### config.mk
export PLATFORM = sky130hd
export DESIGN_NAME = uart_tx_serializer
export DESIGN_NICKNAME = d
export VERILOG_FILES = /design/src/rtl/uart_pkg.sv /design/src/rtl/uart_baud_cnt.sv /design/src/rtl/uart_tx_serializer.sv
export SDC_FILE = /design/constraint.sdc
export NUM_CORES = 1
export LEC_CHECK = 0
export ABC_AREA = 0
export CAP_MARGIN = 40
export CORE_ASPECT_RATIO = 0.7
export CORE_MARGIN = 2
export CORE_UTILIZATION = 40
export DETAILED_ROUTE_END_ITERATION = 16
export PLACE_DENSITY = 0.59
export SKIP_CTS_REPAIR_TIMING = 1
export SKIP_LAST_GASP = 1
export SLEW_MARGIN = 20
export SYNTH_ARGS = -nofsm -noshare
export SYNTH_HDL_FRONTEND = slang
export SYNTH_SLANG_ARGS = --single-unit
### constraint.sdc
create_clock -name clk -period 2.8 [get_ports clk]
set_input_delay 0.42 -clock clk [delete_from_list [all_inputs] [get_ports clk]]
set_output_delay 0.42 -clock clk [all_outputs]
set_load 0.02 [all_outputs]
### src/rtl/uart_pkg.sv
// Shared UART definitions: transmit FSM states, word width, default bit period
// and a counter-width helper.
package uart_pkg;

  localparam int unsigned UART_WORD_W       = 10;
  localparam int unsigned UART_CLKS_PER_BIT = 434;

  typedef enum logic [2:0] {
    IDLE,
    FETCH,
    LOAD,
    START,
    DATA,
    STOP
  } tx_state_t;

  function automatic int unsigned cnt_width(input int unsigned n);
    return (n > 1) ? $clog2(n) : 1;
  endfunction

endpackage

### src/rtl/uart_baud_cnt.sv
// Bit-period counter with synchronous clear and terminal-count flag.
// Counts up 0..COUNT-1, or down COUNT-1..0 when DOWN is set, then wraps.
module uart_baud_cnt
  import uart_pkg::*;
#(
  parameter int unsigned COUNT = UART_CLKS_PER_BIT,
  parameter bit          DOWN  = 1'b0,
  localparam int unsigned W    = cnt_width(COUNT)
) (
  input  logic         clk,
  input  logic         rst,
  input  logic         clear,
  input  logic         en,
  output logic [W-1:0] cnt,
  output logic         tc
);

  localparam logic [W-1:0] FIRST = DOWN ? W'(COUNT - 1) : '0;
  localparam logic [W-1:0] LAST  = DOWN ? '0 : W'(COUNT - 1);

  assign tc = (cnt == LAST);

  always_ff @(posedge clk) begin
    if (rst || clear) begin
      cnt <= FIRST;
    end else if (en) begin
      if (tc) begin
        cnt <= FIRST;
      end else if (DOWN) begin
        cnt <= cnt - W'(1);
      end else begin
        cnt <= cnt + W'(1);
      end
    end
  end

endmodule

### src/rtl/uart_tx_serializer.sv
// UART transmit serializer: pops one FIFO word per frame and sends
// start bit, DATA_W payload bits LSB first, stop bit on txd.
//
//   state | meaning
//   IDLE  | line at mark, waiting for tx_en and a non-empty FIFO
//   FETCH | one-cycle pop request to the FIFO
//   LOAD  | FIFO read data valid, captured into the shift register
//   START | start bit (space) for one bit period
//   DATA  | payload bits, LSB first
//   STOP  | stop bit (mark); last cycle pulses frame_done and re-arms
module uart_tx_serializer
  import uart_pkg::*;
#(
  parameter int unsigned CLKS_PER_BIT = UART_CLKS_PER_BIT,
  parameter int unsigned DATA_W       = UART_WORD_W
) (
  input  logic              clk,
  input  logic              rst,
  input  logic              tx_en,
  input  logic              fifo_empty,
  input  logic [DATA_W-1:0] fifo_dout,
  output logic              fifo_rd_en,
  output logic              txd,
  output logic              busy,
  output logic              frame_done
);

  localparam int unsigned BAUD_W = cnt_width(CLKS_PER_BIT);
  localparam int unsigned IDX_W  = cnt_width(DATA_W);

  localparam logic [IDX_W-1:0]  LAST_BIT = IDX_W'(DATA_W - 1);
  localparam logic [BAUD_W-1:0] PRE_TC   = BAUD_W'(CLKS_PER_BIT - 2);

  tx_state_t          state;
  logic [DATA_W-1:0]  shift_reg;
  logic [IDX_W-1:0]   bit_idx;
  logic [BAUD_W-1:0]  baud_cnt;
  logic               baud_tc;
  logic               baud_clr;

  // The bit period only runs while a bit is on the line.
  assign baud_clr = (state == IDLE) || (state == FETCH) || (state == LOAD);

  uart_baud_cnt #(
    .COUNT (CLKS_PER_BIT),
    .DOWN  (1'b0)
  ) u_baud_cnt (
    .clk   (clk),
    .rst   (rst),
    .clear (baud_clr),
    .en    (!baud_clr),
    .cnt   (baud_cnt),
    .tc    (baud_tc)
  );

  always_ff @(posedge clk) begin
    if (rst) begin
      state      <= IDLE;
      shift_reg  <= '0;
      bit_idx    <= '0;
      txd        <= 1'b1;
      busy       <= 1'b0;
      fifo_rd_en <= 1'b0;
      frame_done <= 1'b0;
    end else begin
      fifo_rd_en <= 1'b0;
      frame_done <= 1'b0;
      unique case (state)
        IDLE: begin
          txd <= 1'b1;
          if (tx_en && !fifo_empty) begin
            state      <= FETCH;
            fifo_rd_en <= 1'b1;
            busy       <= 1'b1;
          end
        end
        FETCH: begin
          state <= LOAD;
        end
        LOAD: begin
          shift_reg <= fifo_dout;
          bit_idx   <= '0;
          txd       <= 1'b0;
          state     <= START;
        end
        START: begin
          if (baud_tc) begin
            txd   <= shift_reg[0];
            state <= DATA;
          end
        end
        DATA: begin
          if (baud_tc) begin
            if (bit_idx == LAST_BIT) begin
              txd   <= 1'b1;
              state <= STOP;
            end else begin
              shift_reg <= shift_reg >> 1;
              bit_idx   <= bit_idx + IDX_W'(1);
              txd       <= shift_reg[1];
            end
          end
        end
        STOP: begin
          // Registered pulse: raised one cycle early so it lands on the last stop cycle.
          if (baud_cnt == PRE_TC) begin
            frame_done <= 1'b1;
          end
          if (baud_tc) begin
            if (tx_en && !fifo_empty) begin
              state      <= FETCH;
              fifo_rd_en <= 1'b1;
            end else begin
              state <= IDLE;
              busy  <= 1'b0;
            end
          end
        end
        default: begin
          state <= IDLE;
          txd   <= 1'b1;
          busy  <= 1'b0;
        end
      endcase
    end
  end

endmodule

======== Yosys cells after proc, flatten, opt, wreduce, memory -nomap -nowiden ========
Index checks and enable logic that the tools add are counted.
word-level totals
  register bits ........................... 30
  input port bits ......................... 14
  word-level logic and storage cells ...... 68
operators by class
  add/subtract/negate cells ............... 2
  equal/unequal tests ..................... 15
  multiplexer cells ....................... 26
  bitwise operators ....................... 3
  reduce and logical (&&, ||, !) cells .... 14
operator list
  kind                 count
  $mux 10              2
  $pmux 10 s2          1
  $eq 9x9->1 const B   2
  $pmux 3 s6           1
  $mux 3               5
  $ne 2x2->1 const B   6
  $mux 1               10
  $add 9x1->9 const B  1
  $mux 9               1
  $mux 4               2
  $pmux 4 s2           1
  $eq 3x2->1 const B   2
  $eq 3x3->1 const B   2
  $reduce_and 3->1     2
  $reduce_and 5->1     1
  $add 4x1->4 const B  1
  $eq 4x4->1 const B   1
  $pmux 1 s4           1
  $reduce_and 4->1     1
  $reduce_or 2->1      2
  $reduce_or 4->1      1
  $eq 3x1->1 const B   1
  $logic_not 3->1      1
  $logic_or 1x1->1     3
  7 further kinds      9

======== Logic depth before layout (Yosys ltp) ========
  depth in word-level cells ............... 5
  gate-level depth with buffers ........... 8
  depth with buffers taken out ............ 7

======== Cells and area by module ========
From an unflattened synthesis, not the netlist that was laid out.
second synthesis, totals
  cell total of the unflattened synthesis .. 178
  area, all modules ....................... 1655.3 um2
by module, submodules not included
  module              instances  cells an instance  area an instance (um2)  sequential area each (um2)
  uart_tx_serializer  1          130                1207.4                  420.4
  uart_baud_cnt       1          48                 447.9                   180.2

======== Worst setup path after synthesis ========
No wires, ideal clock.
  path kind ............................... register to register
  from .................................... register u_baud_cnt.cnt[0]
  to ...................................... register state[0]
  setup time .............................. 0.070 ns
  arrival time ............................ 1.505 ns
  required time ........................... 2.730 ns
  setup slack ............................. 1.225 ns
  cell stages (with the launch flop) ...... 7
  path buffers ............................ 0
  cells stage by stage .................... dfxtp_1 -> ha_1 -> and4bb_1 -> and2_4 -> o32ai_2 -> or3_1 -> a21oi_1
on the way
  cells in the longest elaborated chain, start to end .. 3
  elaborated cells between the ends (all ways) .. 5
  classes of those cells .................. eq/ne: 4; reduce/logical: 1
ends and longest elaborated chain
  item                                   line                      source
  start: declaration                     uart_baud_cnt.sv:14       output logic [W-1:0] cnt,
  start signal: assignment               uart_baud_cnt.sv:30       cnt <= cnt - W'(1);
  start signal: assignment               uart_baud_cnt.sv:32       cnt <= cnt + W'(1);
  $eq 9x9->1 (*)                         uart_baud_cnt.sv:21       assign tc = (cnt == LAST);
  $ne 2x2->1 (no source line)            -
  $reduce_and 5->1 (no source line) (*)  -
  end signal: assignment                 uart_tx_serializer.sv:58  state <= IDLE;
  end signal: assignment                 uart_tx_serializer.sv:72  state <= FETCH;
  end signal: assignment                 uart_tx_serializer.sv:78  state <= LOAD;
  end: declaration                       uart_tx_serializer.sv:34  tx_state_t state;
Mark *: on every way between the ends. The rest lies on a longest branch, timed or not.
A chain may end at the register's enable or synchronous reset.

======== Final worst setup path ========
  from .................................... register state[2]
  to ...................................... register shift_reg[1]
on the way
  cells in the longest elaborated chain, start to end .. 3
  elaborated cells between the ends (all ways) .. 7
  classes of those cells .................. eq/ne: 4; mux: 1; reduce/logical: 2
ends and longest elaborated chain
  item                                                              line                      source
  $eq 3x3->1 or $eq 3x2->1 (tied branches)                          uart_tx_serializer.sv:68  unique case (state)
  $ne 2x2->1 (no source line) or $reduce_bool 2->1 (tied branches)  -
  $reduce_and 3->1 (no source line)                                 -
  end signal: assignment                                            uart_tx_serializer.sv:81  shift_reg <= fifo_dout;
  end signal: assignment                                            uart_tx_serializer.sv:98  shift_reg <= shift_reg >> 1;
  end: declaration                                                  uart_tx_serializer.sv:35  logic [DATA_W-1:0] shift_reg;
Parallel ways exist; a longest one is shown, timed or not.

==> metrics.md <==
| Metric | Value |
|---|---|
| Status | finished clean |
| RSZ-0062 raised after global routing | false |
| Cells after synthesis | 171 |
| Ant. Diodes | 0 |
| Pre-Repair DR Iteration Count | 4 |
| R2r worst-path depth | 6 |
| Synthesized Nets | 190 |
| Synth top area share | 0.393 |
| Worst Tran Pin Value | slightly below 0.7 ns |
| Antenna viol nets, final | 0 |
| Max Cap Viol | 0 |
| Global-route wire length before repair | approximately 5.0 mm |
| Leading area contributor after synthesis | dfxtp_1 |
| Most instantiated cells after synthesis | dfxtp_1, nor2_1, mux2i_1 |
| Synth async-reset ratio | 0 |
| Max Clk Rate | 0.498 GHz |
| Worst IR Drop VDD | 349 uV |
| Layout net count | 208 |
| Yosys warns | 0 |
| Initial drt markers | 49 |
| Post-synth EDFFs | 0 |
| Final HPWL DP | about 2.2 mm |
| Critical R2R Launch | state[2] |
| #FFs+latches synth | 30 |
| Seq/Total Area, Yosys | 0.393 |
| Layout cells sized above 1 | 0.100 |
| I/O Buffers | 17 |
| Max reg flops | 10 |
| Synth area leaders | dfxtp_1, nor2_1, mux2i_1, a211oi_1, ha_1 |
| Synthesized cell area | 1530 sq um |
| Area of the multi-input gates | ~860 sq um |
| Root Buffer | clkbuf_8 |
| Die ar. | 4340 sq um |
| Final setup fails | 0 |
| Slew headroom | 0.546 |
| Storage element area | 601 sq um |
| Most crowded layer after global routing | met1 |
| Die height | 55.7 um |
| Routing usage on met2 | 0.198 |
| CP required | roughly 3 ns |
| Startpoint type of the worst setup path | flip-flop |
| Critical path peak fanout | 21 |
| WL/cell | 12.2 um |
| Largest net degree at the start of global routing | 22 |
| Total power | 1.11 mW |
| Syn-to-layout area delta | 19.1% |
| CP endpoint kind | flip-flop |
| Row count | 18 |
| Mean Syn Cell Area | approximately 8.9 sq um |
| Worst Skew | 0.00443 ns |
| Setup TNS | 0 ns |
| Antenna violations before repair | 0 |
| Power per cell area | 610 nW/um^2 |
| R2r setup slk | 0.79 ns |
| Final Hold Fails | 0 |
| DR DRC count | 0 |
| Top-count cell post-synth | dfxtp_1 |
| Hold Path Class | flip-flop to flip-flop |
| CTS Sinks | 30 |
| Met1 Track Usage GR | 0.205 |
| CTS tree | yes |
| Gr usage total | 0.147 |
| Worst reg2reg path endpoint | shift_reg[1] |
| DIE WIDTH | 77.9 um |
| Min-delay src | busy |
| CTS H-tree depth | 2 |
| I/O pin count | 18 |
| Most common flop cell mapped by yosys | dfxtp_1 |
| GR Layer Usage met3 | 0.0503 |
| Hold endpoint | busy |
| GP Congestion | roughly 0.83 |
| Clock transition at path regs | around 0.06 ns |
| Critical path class | flip-flop to flip-flop |
| Vias | 1220 |
| Crit path arrival time | between 2 and 2.5 ns |
| Hold Path Stages | 2 |
| Initial core utilization | 0.427 |
| Total gr overflow | 0 |
| Worst-Skew Late Latency | 0.28 ns |
| Slew Viols, Final | 0 |
| Vias per Instance | 5.08 |
| CTS max path bufs | 2 |
| Vias in the first global route | 1116 |
| LEAKAGE | about 0.64 nW |
| Synth cell types | 43 |
| Area of the core | 3580 sq um |
| # fillers | 336 |
| Fin crit share | 0.717 |
| Total clock buffers created by CTS | 5 |
| Tmin final | roughly 2.0 ns |
| WL final | a little under 3 mm |
-- cell families after synthesis --
kind of cell	share of synthesized area
DFF	0.393
and+or+nand+nor	0.225
adders and majority gates	0.0409
xor gates and xnor gates	0.0516
AOI/OAI and AO/OA	0.178
buffers and inverters	0.0458
muxes	0.0655
-- routing by layer --
layer  part of all wire  wire length, um
met5                  0                0
met4             0.0099               29
met3              0.047              138
met2               0.42             1230
met1               0.52             1530
-- cells in the final DEF, fill, tap and decap left out, types with 3 or more instances in the layout --
cell and n:
nand2_1 8, clkbuf_8 6, nor3_1 6, xor2_1 3, dfxtp_1 30, buf_4 3, clkdlybuf4s50_1 17, o21ai_0 6
a211oi_1 9, inv_1 4, a21oi_1 8, nor2_1 28, nand3_1 6, a31oi_1 3, xnor2_1 6, mux2i_1 10
ha_1 5
-- cell type report --
type                    count  area share
inverters                   4     0.00825
well taps                  50      0.0344
multi-input cells         128       0.471
repair buffers             20       0.106
clock buffers               7      0.0474
clock inverters             1     0.00275
flip-flops and latches     30       0.330
-- worst max-delay path by stage --
stage,to,from,cells after the start,slack (ns)
final,shift_reg[1],state[2],6,0.79
after global routing,shift_reg[2],state[2],6,0.55
after CTS,shift_reg[1],state[2],6,0.80
after detailed placement,shift_reg[0],state[2],6,0.84
after global placement,shift_reg[6],state[2],6,0.91
after floorplan,state[0],u_baud_cnt.cnt[0],6,1.22
-- critical path, cell delays in order (launching register included) --
cell and delay [ns]:
dfxtp_1 0.60, nor3b_4 0.43, a22oi_1 0.19, nor2_1 0.15, buf_4 0.25, nor2_1 0.06
a211oi_1 0.22
-- through the flow --
stage | cell area [sq um] | utilization | setup slack, ns | instances | hold slack [ns]
floorplan | 1530 | - | 1.22 | 171 | 0.454
global placement | 1730 | 0.483 | 0.909 | 232 | 0.472
detailed placement | 1730 | 0.483 | 0.835 | 232 | 0.478
CTS | 1820 | 0.508 | 0.797 | 240 | 0.487
global route | 1820 | 0.508 | 0.548 | 240 | 0.497
finish | 1820 | 0.508 | 0.792 | 240 | 0.480
-- report_power, final --
group          internal, mW  switching [mW]
registers             0.474          0.0565
clock network         0.198           0.157
logic                 0.116           0.110
total                 0.788           0.323
(Power assumes the default switching activity.)
